`src/rtl/home_sensor_frontend.sv`:
```
// home_sensor_frontend: minute-of-day clock, day/night window, computer
// inactivity timer and PIR debounce feeding the home automation controller.
// Optional build macro: PRESENCE_KEEPALIVE_EN (presence holds the
// inactivity timer in ACTIVE while presence_detected is high).
module home_sensor_frontend #(
    parameter int unsigned TICKS_PER_MIN   = 6000000,
    parameter int unsigned INACTIVE_MIN    = 15,
    parameter int unsigned DEBOUNCE_CYCLES = 1000,
    parameter int unsigned DAY_START_MIN   = 420,
    parameter int unsigned NIGHT_START_MIN = 1320
) (
    input  logic        clk,
    input  logic        rst,
    input  logic        pir_raw,
    input  logic        activity_pulse,
    input  logic        set_time_valid,
    input  logic [10:0] set_time_min,
    output logic [10:0] minute_of_day,
    output logic        time_of_day,
    output logic        computer_inactive,
    output logic        presence_detected,
    output logic        status_changed
);

    localparam int unsigned PW  = $clog2(TICKS_PER_MIN);
    localparam int unsigned DBW = $clog2(DEBOUNCE_CYCLES + 1);

    localparam logic [PW-1:0]  PRESC_MAX  = PW'(TICKS_PER_MIN - 1);
    localparam logic [10:0]    MIN_MAX    = 11'd1439;
    localparam logic [10:0]    DAY_MIN    = 11'(DAY_START_MIN);
    localparam logic [10:0]    NIGHT_MIN  = 11'(NIGHT_START_MIN);
    localparam logic [9:0]     IDLE_LIMIT = 10'(INACTIVE_MIN);
    localparam logic [DBW-1:0] DB_LIMIT   = DBW'(DEBOUNCE_CYCLES);

    typedef enum logic [1:0] {
        INA_ACTIVE   = 2'd0,
        INA_COUNTING = 2'd1,
        INA_INACTIVE = 2'd2
    } ina_state_e;

    typedef enum logic [1:0] {
        PRS_ABSENT      = 2'd0,
        PRS_CONFIRM_ON  = 2'd1,
        PRS_PRESENT     = 2'd2,
        PRS_CONFIRM_OFF = 2'd3
    } prs_state_e;

    logic [PW-1:0]  presc_q, presc_d;
    logic [10:0]    minute_q, minute_d;
    logic           tod_q, tod_d;
    ina_state_e     ina_state_q, ina_state_d;
    logic [9:0]     idle_cnt_q, idle_cnt_d;
    logic           inactive_q, inactive_d;
    prs_state_e     prs_state_q, prs_state_d;
    logic [DBW-1:0] prs_cnt_q, prs_cnt_d;
    logic           presence_q, presence_d;
    logic           status_changed_q, status_changed_d;

    logic           minute_tick_c;
    logic           load_ok_c;
    logic           keepalive_c;
    logic           activity_c;
    logic [DBW-1:0] prs_cnt_inc_c;

`ifdef PRESENCE_KEEPALIVE_EN
    assign keepalive_c = presence_q;
`else
    assign keepalive_c = 1'b0;
`endif

    assign activity_c    = activity_pulse | keepalive_c;
    assign minute_tick_c = (presc_q == PRESC_MAX);
    assign load_ok_c     = set_time_valid && (set_time_min <= MIN_MAX);
    assign prs_cnt_inc_c = prs_cnt_q + DBW'(1);

    // Prescaler, minute clock and day/night window from the next minute value
    always_comb begin
        presc_d  = presc_q + PW'(1);
        minute_d = minute_q;
        if (load_ok_c) begin
            presc_d  = '0;
            minute_d = set_time_min;
        end else if (minute_tick_c) begin
            presc_d  = '0;
            minute_d = (minute_q == MIN_MAX) ? 11'd0 : minute_q + 11'd1;
        end
        tod_d = (minute_d >= DAY_MIN) && (minute_d < NIGHT_MIN);
    end

    // Inactivity timer: counts minute ticks since the cycle after activity
    always_comb begin
        ina_state_d = ina_state_q;
        idle_cnt_d  = idle_cnt_q;
        if (activity_c) begin
            ina_state_d = INA_ACTIVE;
            idle_cnt_d  = '0;
        end else begin
            case (ina_state_q)
                INA_ACTIVE: begin
                    ina_state_d = INA_COUNTING;
                end
                INA_COUNTING: begin
                    if (minute_tick_c) begin
                        idle_cnt_d = idle_cnt_q + 10'd1;
                        if (idle_cnt_q + 10'd1 == IDLE_LIMIT) begin
                            ina_state_d = INA_INACTIVE;
                        end
                    end
                end
                INA_INACTIVE: begin
                    ina_state_d = INA_INACTIVE;
                end
                default: begin
                    ina_state_d = INA_ACTIVE;
                    idle_cnt_d  = '0;
                end
            endcase
        end
        inactive_d = (ina_state_d == INA_INACTIVE);
    end

    // PIR debounce: a level must hold DEBOUNCE_CYCLES samples to flip presence
    always_comb begin
        prs_state_d = prs_state_q;
        prs_cnt_d   = prs_cnt_q;
        case (prs_state_q)
            PRS_ABSENT, PRS_CONFIRM_ON: begin
                if (!pir_raw) begin
                    prs_state_d = PRS_ABSENT;
                    prs_cnt_d   = '0;
                end else if (prs_cnt_inc_c == DB_LIMIT) begin
                    prs_state_d = PRS_PRESENT;
                    prs_cnt_d   = '0;
                end else begin
                    prs_state_d = PRS_CONFIRM_ON;
                    prs_cnt_d   = prs_cnt_inc_c;
                end
            end
            PRS_PRESENT, PRS_CONFIRM_OFF: begin
                if (pir_raw) begin
                    prs_state_d = PRS_PRESENT;
                    prs_cnt_d   = '0;
                end else if (prs_cnt_inc_c == DB_LIMIT) begin
                    prs_state_d = PRS_ABSENT;
                    prs_cnt_d   = '0;
                end else begin
                    prs_state_d = PRS_CONFIRM_OFF;
                    prs_cnt_d   = prs_cnt_inc_c;
                end
            end
            default: begin
                prs_state_d = PRS_ABSENT;
                prs_cnt_d   = '0;
            end
        endcase
        presence_d = (prs_state_d == PRS_PRESENT) || (prs_state_d == PRS_CONFIRM_OFF);
    end

    // Change pulse coincides with the cycle the new status bit is visible
    always_comb begin
        status_changed_d = (tod_d ^ tod_q) | (inactive_d ^ inactive_q) | (presence_d ^ presence_q);
    end

    // State and output registers with synchronous reset
    always_ff @(posedge clk) begin
        if (rst) begin
            presc_q          <= '0;
            minute_q         <= '0;
            tod_q            <= 1'b0;
            ina_state_q      <= INA_ACTIVE;
            idle_cnt_q       <= '0;
            inactive_q       <= 1'b0;
            prs_state_q      <= PRS_ABSENT;
            prs_cnt_q        <= '0;
            presence_q       <= 1'b0;
            status_changed_q <= 1'b0;
        end else begin
            presc_q          <= presc_d;
            minute_q         <= minute_d;
            tod_q            <= tod_d;
            ina_state_q      <= ina_state_d;
            idle_cnt_q       <= idle_cnt_d;
            inactive_q       <= inactive_d;
            prs_state_q      <= prs_state_d;
            prs_cnt_q        <= prs_cnt_d;
            presence_q       <= presence_d;
            status_changed_q <= status_changed_d;
        end
    end

    assign minute_of_day     = minute_q;
    assign time_of_day       = tod_q;
    assign computer_inactive = inactive_q;
    assign presence_detected = presence_q;
    assign status_changed    = status_changed_q;

endmodule

```
`config.mk`:
```
export PLATFORM = sky130hd
export DESIGN_NAME = home_sensor_frontend
export DESIGN_NICKNAME = d
export VERILOG_FILES = /design/src/rtl/home_sensor_frontend.sv
export SDC_FILE = /design/constraint.sdc
export NUM_CORES = 1
export LEC_CHECK = 0
export BUFFER_PORTS_ARGS = -buffer_cell sky130_fd_sc_hd__buf_2
export CORE_MARGIN = 3
export CORE_UTILIZATION = 39
export CTS_CLUSTER_DIAMETER = 30
export DETAILED_ROUTE_END_ITERATION = 10
export SLEW_MARGIN = 40
export SYNTH_ARGS = -nofsm -noshare
export SYNTH_HDL_FRONTEND = slang
export SYNTH_SLANG_ARGS = --single-unit
```
`constraint.sdc`:
```
create_clock -name clk -period 3.32 [get_ports clk]
set_input_delay 0.332 -clock clk [delete_from_list [all_inputs] [get_ports clk]]
set_output_delay 0.332 -clock clk [all_outputs]
set_load 0.005 [all_outputs]
```
==> summary.txt <==
Die W: 96.4 µm
PwrDens: 447 nW/µm²
Core Region: 7810 µm²
Violation count after the first detailed-route iteration: 84
Worst EP required: 3.52 ns
Fraction of registers with async set/reset: 0
Initial antenna violation count: 0
Relative slew slack: 0.539
Area delta synth->final: 16.2%
PortBufs: 30
Mapped Avg Cell Area: 8.21 µm²
CTS tree: yes
Min Tclk post-route: 3.07 ns
Ys flop type: dfxtp_1
GR Layer Usage met1: 0.200
Power, Total: 1.66 mW
Initial Utilization: 0.408
Cell row count: 32
First-pass DRT Iterations: 4
Cell Area, Synth: 3190 µm²
Diode count: 0
Worst setup path start: presc_q[0]
Post-DR wirelength/cell: 13.3 µm
H-tree levels: 3
Die Span Y: 96.4 µm
Setup crit end kind: flop
R2R depth: 9
CP cell instances: ha_1, nand4_2, or4_4, or3_1, a31o_1, a31o_1, a2111oi_2, or4_1, a41oi_2
Total number of vias: 2833
Final HPWL DP: 5.25 mm
Slowest cell delay on critical path: 0.59 ns
IO Pins: 31
M2 GR Usage: 0.265
Synth warn: 0
All-Layer GR Usage: 0.158
Worst-Skew Late Latency: 0.33 ns
Worst Setup Path Type: reg2reg
Seq/Total Area, Yosys: 0.383
Synth top area share: 0.383
Largest net degree at the start of global routing: 24
Worst-path fanout max: 10
EDFF count, synth: 0
Skew final: 0.0112 ns
Status: finished, final reports clean
Most used cell, CP: a31o_1
RSZ-0062 raised after global routing: no
Finish-stage setup viols: 0
Startpoint types: flop
Slew Limit Fails: 0
Cts bufs inserted: 9
# DRC: 0
Syn nets: 409
Max rail drop VDD: 0.175 mV
Clk root buf: clkbuf_8
Slowest stage cell, crit path: or4_4
Crit path arrival time: 3.27 ns
Setup ws final: 0.246 ns
R2R Setup Slk: 0.25 ns
Final hold vios: 0
Fin crit share: 0.926
Share of post-route cells with drive strength above 1: 0.161
CTS Buffer Depth: 2
Grt ovf: 0
R2R Path End: status_changed
Global route hottest layer: met2
Register bit count reported by yosys: 61
RR Startpoint: presc_q[0]
Worst-Margin Slew: 0.687 ns
Max-cap viol count: 0
Post-CTS Setup Bufs: 0
CTS resizes: 0
Clk pin slew, worst setup/hold paths: 0.07 ns
Most area-hungry cell type in the Yosys netlist: dfxtp_1
First-pass GRT wire length: 11.6 mm
Worst hold-check path type: in2reg
CTS sink cnt: 61
Total wire length: 7.08 mm
Vias in the first global route: 2620
Nets@finish: 445
Met3 Track Usage GR: 0.0372
Leakage: 1.32 nW
Setup TNS: 0 ns
CP endpoint: status_changed
FMAX: 325 MHz
Distinct cell type count after synthesis: 54
Syn Inst Count: 388
GP Congestion: 0.854
DIE AREA: 9290 µm²
Post-DR vias/cell: 5.34
Antenna Violating Nets Remaining: 0
Synth area leaders: dfxtp_1, nor2_1, xnor2_1
Hold_buf cts: 0
Post-Place Worst Slack: 0.0876 ns
[final cells by class]
type                       count  area, µm²
timing repair buffer          37        203
multi-input combinational    307       1890
sequential                    61       1220
inverter                       8       30.0
fill                         792       4110
clock buffer                  10        138
tap                          102        128
clock inverter                 6       93.8
[Yosys cell counts, types with 4 or more instances]
| master | n |
|---|---|
| dfxtp_1 | 61 |
| nor2b_1 | 9 |
| or2_2 | 4 |
| inv_1 | 8 |
| xnor2_1 | 18 |
| a211oi_1 | 4 |
| a21oi_1 | 12 |
| nor3_1 | 13 |
| nor2_1 | 76 |
| nand3b_1 | 4 |
| or3_1 | 6 |
| xor2_1 | 18 |
| a22oi_1 | 4 |
| nand2_1 | 26 |
| and4_1 | 5 |
| ha_1 | 5 |
| o21ai_0 | 9 |
| nand3_1 | 20 |
| clkbuf_1 | 10 |
| and3_1 | 12 |
| nand4_1 | 10 |
[stage by stage]
step | utilization | hold slack, ns | cell area (µm²) | cells
after detailed placement | 0.443 | 0.451 | 3460 | 515
after CTS | 0.473 | 0.281 | 3690 | 531
after global placement | 0.443 | 0.442 | 3460 | 515
after floorplan | - | 0.426 | 3190 | 388
final | 0.474 | 0.296 | 3700 | 531
after global routing | 0.474 | 0.302 | 3700 | 531
[worst min-delay path by stage]
| stage | start | endpoint | slack (ns) | cells after the start |
|---|---|---|---|---|
| 2_1_floorplan | presc_q[0] | presc_q[0] | 0.43 | 1 |
| 3_3_place_gp | presc_q[0] | presc_q[0] | 0.44 | 1 |
| 3_5_place_dp | presc_q[0] | presc_q[0] | 0.45 | 1 |
| 4_1_cts | set_time_min[1] | minute_of_day[1] | 0.28 | 3 |
| 5_1_grt | set_time_min[0] | minute_of_day[0] | 0.30 | 3 |
| 6_report | set_time_min[1] | minute_of_day[1] | 0.30 | 3 |
[critical path: cells and delay by family (launching register included)]
kind	cells	cell delay, ns
fa+ha+maj	1	0.23
compound gates	4	1.04
flops	1	0.37
simple gates	4	1.31
[cell families (layout without fill, tap and decap cells)]
kind of cell | count (synthesis) | after routing | synth area share
AND/OR/NAND/NOR | 206 | 206 | 0.334
flip-flops | 61 | 61 | 0.383
AO/OA/AOI/OAI | 58 | 58 | 0.132
XOR/XNOR | 36 | 36 | 0.0990
buffers and inverters | 20 | 61 | 0.0263
adder cells (fa/ha/maj) | 5 | 5 | 0.0196
multiplexers | 2 | 2 | 0.00628
[cell usage in the layout, fill, tap and decap left out, drive strengths merged, types with 6 or more instances in the layout]
master and instances:
and3 12, nor3 13, or3 6, nand3 20, nor2 76, nand4 11
o21ai 10, buf 37, nand2 26, xnor2 18, a21oi 12, xor2 18
inv 9, dfxtp 61, nor2b 9, clkbuf 10
[registers in the layout, summed over array words and instances (netlist names)]
register / cells
computer_inactive: 1
idle_cnt_q: 10
ina_state_q: 2
minute_of_day: 11
presc_q: 23
presence_detected: 1
prs_cnt_q: 10
prs_state_q: 1
status_changed: 1
time_of_day: 1
[where the power goes]
| group | internal [mW] | switching (mW) |
|---|---|---|
| clock | 0.448 | 0.303 |
| combinational | 0.0593 | 0.0726 |
| sequential | 0.750 | 0.0227 |
| total | 1.26 | 0.399 |
[metal layers]
layer | routed length (µm) | up-vias
met3 | 312 | 9
met1 | 3400 | 1316
met4 | 95 | 0
li1 | - | 1457
met5 | 0 | -
met2 | 3270 | 51
Power figures use the tool's default switching activity.
